<file path="config.mk">
export PLATFORM = sky130hd
export DESIGN_NAME = tri_span_gen
export DESIGN_NICKNAME = d
export VERILOG_FILES = /design/src/rtl/tri_span_gen_pkg.sv /design/src/rtl/tri_span_gen_edge_walker.sv /design/src/rtl/tri_span_gen.sv
export SDC_FILE = /design/constraint.sdc
export NUM_CORES = 1
export LEC_CHECK = 0
export ABC_CLOCK_PERIOD_IN_PS = 24000
export CORE_MARGIN = 1
export CORE_UTILIZATION = 41
export CTS_CLUSTER_DIAMETER = 50
export DETAILED_ROUTE_END_ITERATION = 8
export HOLD_SLACK_MARGIN = 0.1
export PLACE_DENSITY = 0.6
export RECOVER_POWER = 100
export SKIP_LAST_GASP = 1
export SYNTH_ARGS = -nofsm -noshare
export SYNTH_HDL_FRONTEND = slang
export SYNTH_SLANG_ARGS = --single-unit
</file>
<file path="constraint.sdc">
create_clock -name clk_in -period 24 [get_ports clk_in]
set_input_delay 3.6 -clock clk_in [delete_from_list [all_inputs] [get_ports clk_in]]
set_output_delay 3.6 -clock clk_in [all_outputs]
set_load 0.01 [all_outputs]
</file>
<file path="src/rtl/tri_span_gen_pkg.sv">
// Shared definitions for the flat-base triangle span generator.
package tri_span_gen_pkg;

    typedef enum logic [1:0] {
        ST_IDLE,
        ST_INIT,
        ST_EMIT,
        ST_ADVANCE
    } state_t;

    // Extra bits the Bresenham error term needs beyond the coordinate width.
    localparam int ERR_GUARD_BITS = 2;

    function automatic int err_width(input int coord_width);
        return coord_width + ERR_GUARD_BITS;
    endfunction

endpackage

</file>
<file path="src/rtl/tri_span_gen_edge_walker.sv">
// One Bresenham edge from the apex towards a base endpoint; each step request
// advances one iteration until the edge moves onto the next scanline.
module edge_walker
    import tri_span_gen_pkg::*;
#(
    parameter int COORD_WIDTH = 16
) (
    input  logic                          clk,
    input  logic                          rst,
    input  logic                          i_init,
    input  logic                          i_clear,
    input  logic                          i_step,
    input  logic signed [COORD_WIDTH-1:0] i_x0,
    input  logic signed [COORD_WIDTH-1:0] i_y0,
    input  logic signed [COORD_WIDTH-1:0] i_x1,
    input  logic signed [COORD_WIDTH-1:0] i_y1,
    output logic signed [COORD_WIDTH-1:0] o_x,
    output logic signed [COORD_WIDTH-1:0] o_y,
    output logic                          o_stopped
);

    localparam int EW = err_width(COORD_WIDTH);
    localparam logic [COORD_WIDTH-1:0] C_ONE = COORD_WIDTH'(1);

    logic signed [COORD_WIDTH-1:0] r_x, r_y;
    logic signed [EW-1:0]          r_dx, r_dy, r_err;
    logic                          r_sx_neg, r_sy_neg, r_stop;

    logic signed [EW-1:0]          w_x0e, w_x1e, w_y0e, w_y1e;
    logic signed [EW-1:0]          w_ddx, w_ddy, w_dx_init, w_dy_init;
    logic signed [EW:0]            w_e2, w_dx_e, w_dy_e;
    logic signed [EW-1:0]          w_err_nxt;
    logic                          w_xstep, w_ystep;

    // Edge setup: dx = |x1-x0|, dy = -|y1-y0|, step directions from the signs.
    always_comb begin
        w_x0e     = {{(EW-COORD_WIDTH){i_x0[COORD_WIDTH-1]}}, i_x0};
        w_x1e     = {{(EW-COORD_WIDTH){i_x1[COORD_WIDTH-1]}}, i_x1};
        w_y0e     = {{(EW-COORD_WIDTH){i_y0[COORD_WIDTH-1]}}, i_y0};
        w_y1e     = {{(EW-COORD_WIDTH){i_y1[COORD_WIDTH-1]}}, i_y1};
        w_ddx     = w_x1e - w_x0e;
        w_ddy     = w_y1e - w_y0e;
        w_dx_init = w_ddx[EW-1] ? -w_ddx : w_ddx;
        w_dy_init = w_ddy[EW-1] ? w_ddy : -w_ddy;
    end

    // One Bresenham iteration evaluated at one extra bit of headroom.
    always_comb begin
        w_e2      = {r_err, 1'b0};
        w_dx_e    = {r_dx[EW-1], r_dx};
        w_dy_e    = {r_dy[EW-1], r_dy};
        w_xstep   = (w_e2 >= w_dy_e);
        w_ystep   = (w_e2 <= w_dx_e);
        w_err_nxt = r_err;
        if (w_xstep) w_err_nxt = w_err_nxt + r_dy;
        if (w_ystep) w_err_nxt = w_err_nxt + r_dx;
    end

    // Stopped includes the iteration that is moving y right now, so the
    // controller can leave ADVANCE on that same edge.
    assign o_stopped = r_stop | (i_step & ~r_stop & w_ystep);
    assign o_x       = r_x;
    assign o_y       = r_y;

    // Walker state: load on init, iterate while stepping and not yet stopped.
    always_ff @(posedge clk or posedge rst) begin
        if (rst) begin
            r_x      <= '0;
            r_y      <= '0;
            r_dx     <= '0;
            r_dy     <= '0;
            r_err    <= '0;
            r_sx_neg <= 1'b0;
            r_sy_neg <= 1'b0;
            r_stop   <= 1'b0;
        end else if (i_init) begin
            r_x      <= i_x0;
            r_y      <= i_y0;
            r_dx     <= w_dx_init;
            r_dy     <= w_dy_init;
            r_err    <= w_dx_init + w_dy_init;
            r_sx_neg <= w_ddx[EW-1];
            r_sy_neg <= w_ddy[EW-1];
            r_stop   <= 1'b0;
        end else begin
            if (i_clear) r_stop <= 1'b0;
            if (i_step && !r_stop) begin
                r_err <= w_err_nxt;
                if (w_xstep) r_x <= r_sx_neg ? r_x - C_ONE : r_x + C_ONE;
                if (w_ystep) begin
                    r_y    <= r_sy_neg ? r_y - C_ONE : r_y + C_ONE;
                    r_stop <= 1'b1;
                end
            end
        end
    end

endmodule

</file>
<file path="src/rtl/tri_span_gen.sv">
// Flat-base triangle rasterizer: walks both edges from the apex and hands one
// horizontal span per scanline to a downstream line drawer.
module tri_span_gen
    import tri_span_gen_pkg::*;
#(
    parameter int COORD_WIDTH = 16
) (
    input  logic                          clk_in,
    input  logic                          rst_in,
    input  logic                          start,
    input  logic signed [COORD_WIDTH-1:0] xa,
    input  logic signed [COORD_WIDTH-1:0] ya,
    input  logic signed [COORD_WIDTH-1:0] yb,
    input  logic signed [COORD_WIDTH-1:0] xl,
    input  logic signed [COORD_WIDTH-1:0] xr,
    output logic signed [COORD_WIDTH-1:0] span_x0,
    output logic signed [COORD_WIDTH-1:0] span_x1,
    output logic signed [COORD_WIDTH-1:0] span_y,
    output logic                          span_valid,
    input  logic                          span_ready,
    output logic                          busy,
    output logic                          done
);

    state_t r_state, w_next;
    logic signed [COORD_WIDTH-1:0] r_xa, r_ya, r_yb, r_xl, r_xr;
    logic r_done;

    logic w_init, w_clear, w_step, w_last_xfer, w_last_row;
    logic signed [COORD_WIDTH-1:0] w_lx, w_ly, w_rx, w_ry;
    logic w_lstop, w_rstop;

    edge_walker #(.COORD_WIDTH(COORD_WIDTH)) u_left (
        .clk(clk_in), .rst(rst_in), .i_init(w_init), .i_clear(w_clear),
        .i_step(w_step), .i_x0(r_xa), .i_y0(r_ya), .i_x1(r_xl), .i_y1(r_yb),
        .o_x(w_lx), .o_y(w_ly), .o_stopped(w_lstop)
    );

    edge_walker #(.COORD_WIDTH(COORD_WIDTH)) u_right (
        .clk(clk_in), .rst(rst_in), .i_init(w_init), .i_clear(w_clear),
        .i_step(w_step), .i_x0(r_xa), .i_y0(r_ya), .i_x1(r_xr), .i_y1(r_yb),
        .o_x(w_rx), .o_y(w_ry), .o_stopped(w_rstop)
    );

    // Both walkers sit on the same scanline whenever a span is presented.
    assign w_last_row = (w_ly == r_yb) && (w_ry == r_yb);
    assign span_valid = (r_state == ST_EMIT);
    assign busy       = (r_state != ST_IDLE);
    assign done       = r_done;

    // State register, accepted-start input capture and done pulse.
    always_ff @(posedge clk_in or posedge rst_in) begin
        if (rst_in) begin
            r_state <= ST_IDLE;
            r_xa    <= '0;
            r_ya    <= '0;
            r_yb    <= '0;
            r_xl    <= '0;
            r_xr    <= '0;
            r_done  <= 1'b0;
        end else begin
            r_state <= w_next;
            r_done  <= w_last_xfer;
            if (r_state == ST_IDLE && start) begin
                r_xa <= xa;
                r_ya <= ya;
                r_yb <= yb;
                r_xl <= xl;
                r_xr <= xr;
            end
        end
    end

    // Next-state logic and walker control strobes.
    always_comb begin
        w_next      = r_state;
        w_init      = 1'b0;
        w_clear     = 1'b0;
        w_step      = 1'b0;
        w_last_xfer = 1'b0;
        case (r_state)
            ST_IDLE: if (start) w_next = ST_INIT;
            ST_INIT: begin
                w_init = 1'b1;
                w_next = ST_EMIT;
            end
            ST_EMIT: begin
                if (span_ready) begin
                    if (w_last_row) begin
                        w_last_xfer = 1'b1;
                        w_next      = ST_IDLE;
                    end else begin
                        w_clear = 1'b1;
                        w_next  = ST_ADVANCE;
                    end
                end
            end
            ST_ADVANCE: begin
                w_step = 1'b1;
                if (w_lstop && w_rstop) w_next = ST_EMIT;
            end
            default: w_next = ST_IDLE;
        endcase
    end

    // Span fields: walker x ordered, except the base row which uses the exact endpoints.
    always_comb begin
        span_x0 = '0;
        span_x1 = '0;
        span_y  = '0;
        if (r_state == ST_EMIT) begin
            span_y = w_ly;
            if (w_last_row) begin
                span_x0 = (r_xl <= r_xr) ? r_xl : r_xr;
                span_x1 = (r_xl <= r_xr) ? r_xr : r_xl;
            end else begin
                span_x0 = (w_lx <= w_rx) ? w_lx : w_rx;
                span_x1 = (w_lx <= w_rx) ? w_rx : w_lx;
            end
        end
    end

endmodule

</file>
==> qor.yml <==
status:
  status: "finished with violations"
  violations: "capacitance limit, slew limit"
sta:
  fmax_ghz: 0.09530
  slew_headroom_pct: -378.6
  hold_viol: 0
  setup_viol: 0
  finalCritPeriodShare_pct: 43.72
  tns_ns: 0
  rsz0062_at_grt: "no"
  clock_skew_ns: 0.02340
  finalCriticalPeriod_ns: 10.49
  tightest_slew_ns: 7.179
  final_max_slew_viol_count: 776
die:
  ios: 135
  initial_utilization_pct: 41.77
  dieArea_sq_um: 58740
  core_sq_um: 56710
  row_count: 87
  dieWidth_microns: 242.4
  die_y_microns: 242.4
synth:
  synth_fa_ha_area_share_pct: 17.62
  synth_cell_type_count: 84
  synth-edff-count: 0
  synthMuxAreaShare_pct: 5.013
  synth_top_family_by_area: "compound AO/OA/AOI/OAI gates"
  synth_cells: 2827
  syn_nets: 3235
  synth_xor_area_share_pct: 7.390
  synth-simple-area-share_pct: 15.40
  avgSynthCellArea_sq_um: 8.379
  yosys_warnings: 0
  ys_seq_elements: 242
  synth_async_sr_flop_share_pct: 100.0
  seq_area_frac_synth_pct: 25.57
  netlist_area_sq_um: 23690
  synth_compound_gate_area_share_pct: 24.12
  yosys_most_used_dff: "dfrtp_1"
worst_setup_path:
  slowest_delay_ns: 3.06
  path_max_fanout: 116
  cp.arrival_ns: 10.26
  path_class: "in2async"
  cp.required_ns: 23.77
  worstPathCellList: "dlygate4sd3_1 > clkinvlp_2 > clkbuf_1"
  crit_path_end_kind: "asynchronous set/reset pin"
  cp-start-kind: "input port"
  crit_slowest_cell: "clkinvlp_2"
power_and_ir_drop:
  p_leak_nw: 12.47
  ir_worst_vdd_mv: 0.1155
  power_per_cell_area_nw_per_um2: 173.4
cts:
  cts_num_sinks: 242
  clk_pin_slew_ns: 0.05
  ctsHoldBuffers: 0
  cts_max_path_buffers: 3
  ctsResizeCount: 0
  htree_levels: 2
  cts_root_buf: "clkbuf_16"
  cts_tree: "yes"
  numCtsBuffers: 44
  clk_latency_ns: 0.59
  post_cts_buffers: 0
place:
  gp_congestion: 0.9044
  hpwl_microns: 59330
  port_buffers: 134
  postPlaceCellArea_sq_um: 25880
drt:
  wl_microns: 77950
  dr.pass1.iters: 6
  vias: 21940
  vias_per_cell: 5.886
  routedWlPerCell_microns: 20.91
  drtIter0Drc: 1661
  ant_nets: 0
  drc: 0
grt:
  grt_usage_pct: 26.16
  antenna_found_initial: 0
  grt_pass1_wl_microns: 122300
  grt_max_degree: 155
  grt_overflow: 0
  grt_pass1_vias: 21700
finish:
  final_area_sq_um: 27410
  final_nets: 3346
  area_delta_synth_final_pct: 15.72
  diodes: 0
  final_cell_mix: "311 x ha_1, 260 x o21ai_0, 242 x dfrtp_1, 235 x nand2_1, 213 x inv_1"
  layout.cells.most_common: "ha_1"
  drive_above_1_share_pct: 5.922
min_path:
  hp-class: "reg2reg"
run:
  cap_violations: 10
-- logic make-up (layout without fill, tap and decap cells) --
kind of cell / count (synthesis) / after routing
adder cells (fa/ha/maj): 326 / 326
AO/OA/AOI/OAI: 874 / 874
flip-flops: 242 / 242
buffers and inverters: 308 / 453
XOR/XNOR: 199 / 199
multiplexers: 112 / 112
AND/OR/NAND/NOR: 766 / 766
-- report_power, final --
group / total [mW] / internal (mW) / leakage, nW / switching, mW
Sequential: 0.745 / 0.545 / 2.86 / 0.199
Clock: 0.699 / 0.456 / 0.788 / 0.243
Combinational: 3.31 / 1.46 / 8.82 / 1.85
-- registers in the layout (all words and copies together) (netlist names), 18 cells and up --
signal / cells
u_left.r_dx: 18
u_left.r_dy: 18
u_right.r_err: 18
u_left.r_err: 18
u_right.r_dx: 18
-- cells in the mapped netlist (16+ instances only) --
master | instances | area [sq um]
a211oi_1 | 85 | 638.1
a21o_1 | 63 | 473.0
a21oi_1 | 153 | 765.7
a221o_1 | 22 | 220.2
a22oi_1 | 35 | 262.8
and2_1 | 23 | 143.9
and3_1 | 34 | 212.7
clkbuf_1 | 84 | 315.3
dfrtp_1 | 242 | 6056
ha_1 | 311 | 3891
inv_1 | 214 | 803.3
mux2_2 | 53 | 596.8
mux2i_1 | 59 | 590.6
nand2_1 | 236 | 885.9
nand2b_1 | 32 | 200.2
nand3_1 | 39 | 195.2
nand4_1 | 24 | 150.1
nor2_1 | 196 | 735.7
nor2b_1 | 58 | 362.9
nor3_1 | 65 | 325.3
o211ai_1 | 38 | 285.3
o21a_1 | 33 | 247.7
o21ai_0 | 258 | 1291
o21bai_1 | 28 | 210.2
o22ai_1 | 16 | 100.1
xnor2_1 | 129 | 1130
xor2_1 | 69 | 604.3
-- metrics by stage --
| step | utilization [%] | power (mW) | hold slack [ns] | worst slack, ns | instances |
|---|---|---|---|---|---|
| 2_1_floorplan | - | 3.142 | 0.4498 | 13.76 | 2827 |
| 3_3_place_gp | 45.64 | 3.939 | 0.4746 | 16.56 | 3648 |
| 3_5_place_dp | 45.64 | 4.030 | 0.4747 | 16.57 | 3648 |
| 4_1_cts | 48.50 | 4.762 | 0.4865 | 15.92 | 3728 |
| 5_1_grt | 48.33 | 5.159 | 0.5303 | 12.11 | 3728 |
| 6_report | 48.33 | 4.752 | 0.4879 | 13.51 | 3728 |
-- worst max-delay path: cells and delay by family --
kind	cells	cell delay, ns
buffers and inverters	3	6.51
-- path summary, 6_finish.rpt --
check / end / start / slack, ns / cells past startpoint
setup / recovery: u_left.r_dy[1]$_DFFE_PP0P_ / rst_in / 13.51 / 3
hold / removal: u_left.r_dy[17]$_DFFE_PP0P_ / u_left.r_dy[17]$_DFFE_PP0P_ / 0.49 / 2
setup reg to reg: u_left.o_x[7]$_DFFE_PP0P_ / r_state[0]$_DFFE_PP0P_ / 14.88 / 5
hold reg to reg: u_left.r_dy[17]$_DFFE_PP0P_ / u_left.r_dy[17]$_DFFE_PP0P_ / 0.49 / 2
max in group clk_in: span_x0[2] / r_xr[1]$_DFFE_PP0P_ / 14.53 / 16
min in group asynchronous: u_left.r_dx[8]$_DFFE_PP0P_ / rst_in / 5.19 / 2
-- layer usage --
layer | vias to the layer above | part of all wire (%) | global-route usage, %
li1 | 10470 | - | -
met1 | 10580 | 46 | 36.32
met2 | 719 | 44 | 40.99
met3 | 166 | 5.8 | 3.113
met4 | 0 | 4.1 | 10.78
met5 | - | 0 | 0
-- final cells by class --
type / count / area (sq um)
Fill cell: 5417 / 29300
Multi-Input combinational cell: 2277 / 16500
Sequential cell: 242 / 6056
Timing Repair Buffer: 159 / 1484
Clock buffer: 55 / 1202
Tap cell: 756 / 945.9
Inverter: 214 / 804.5
Clock inverter: 25 / 417.9
Power figures use the tool's default switching activity.
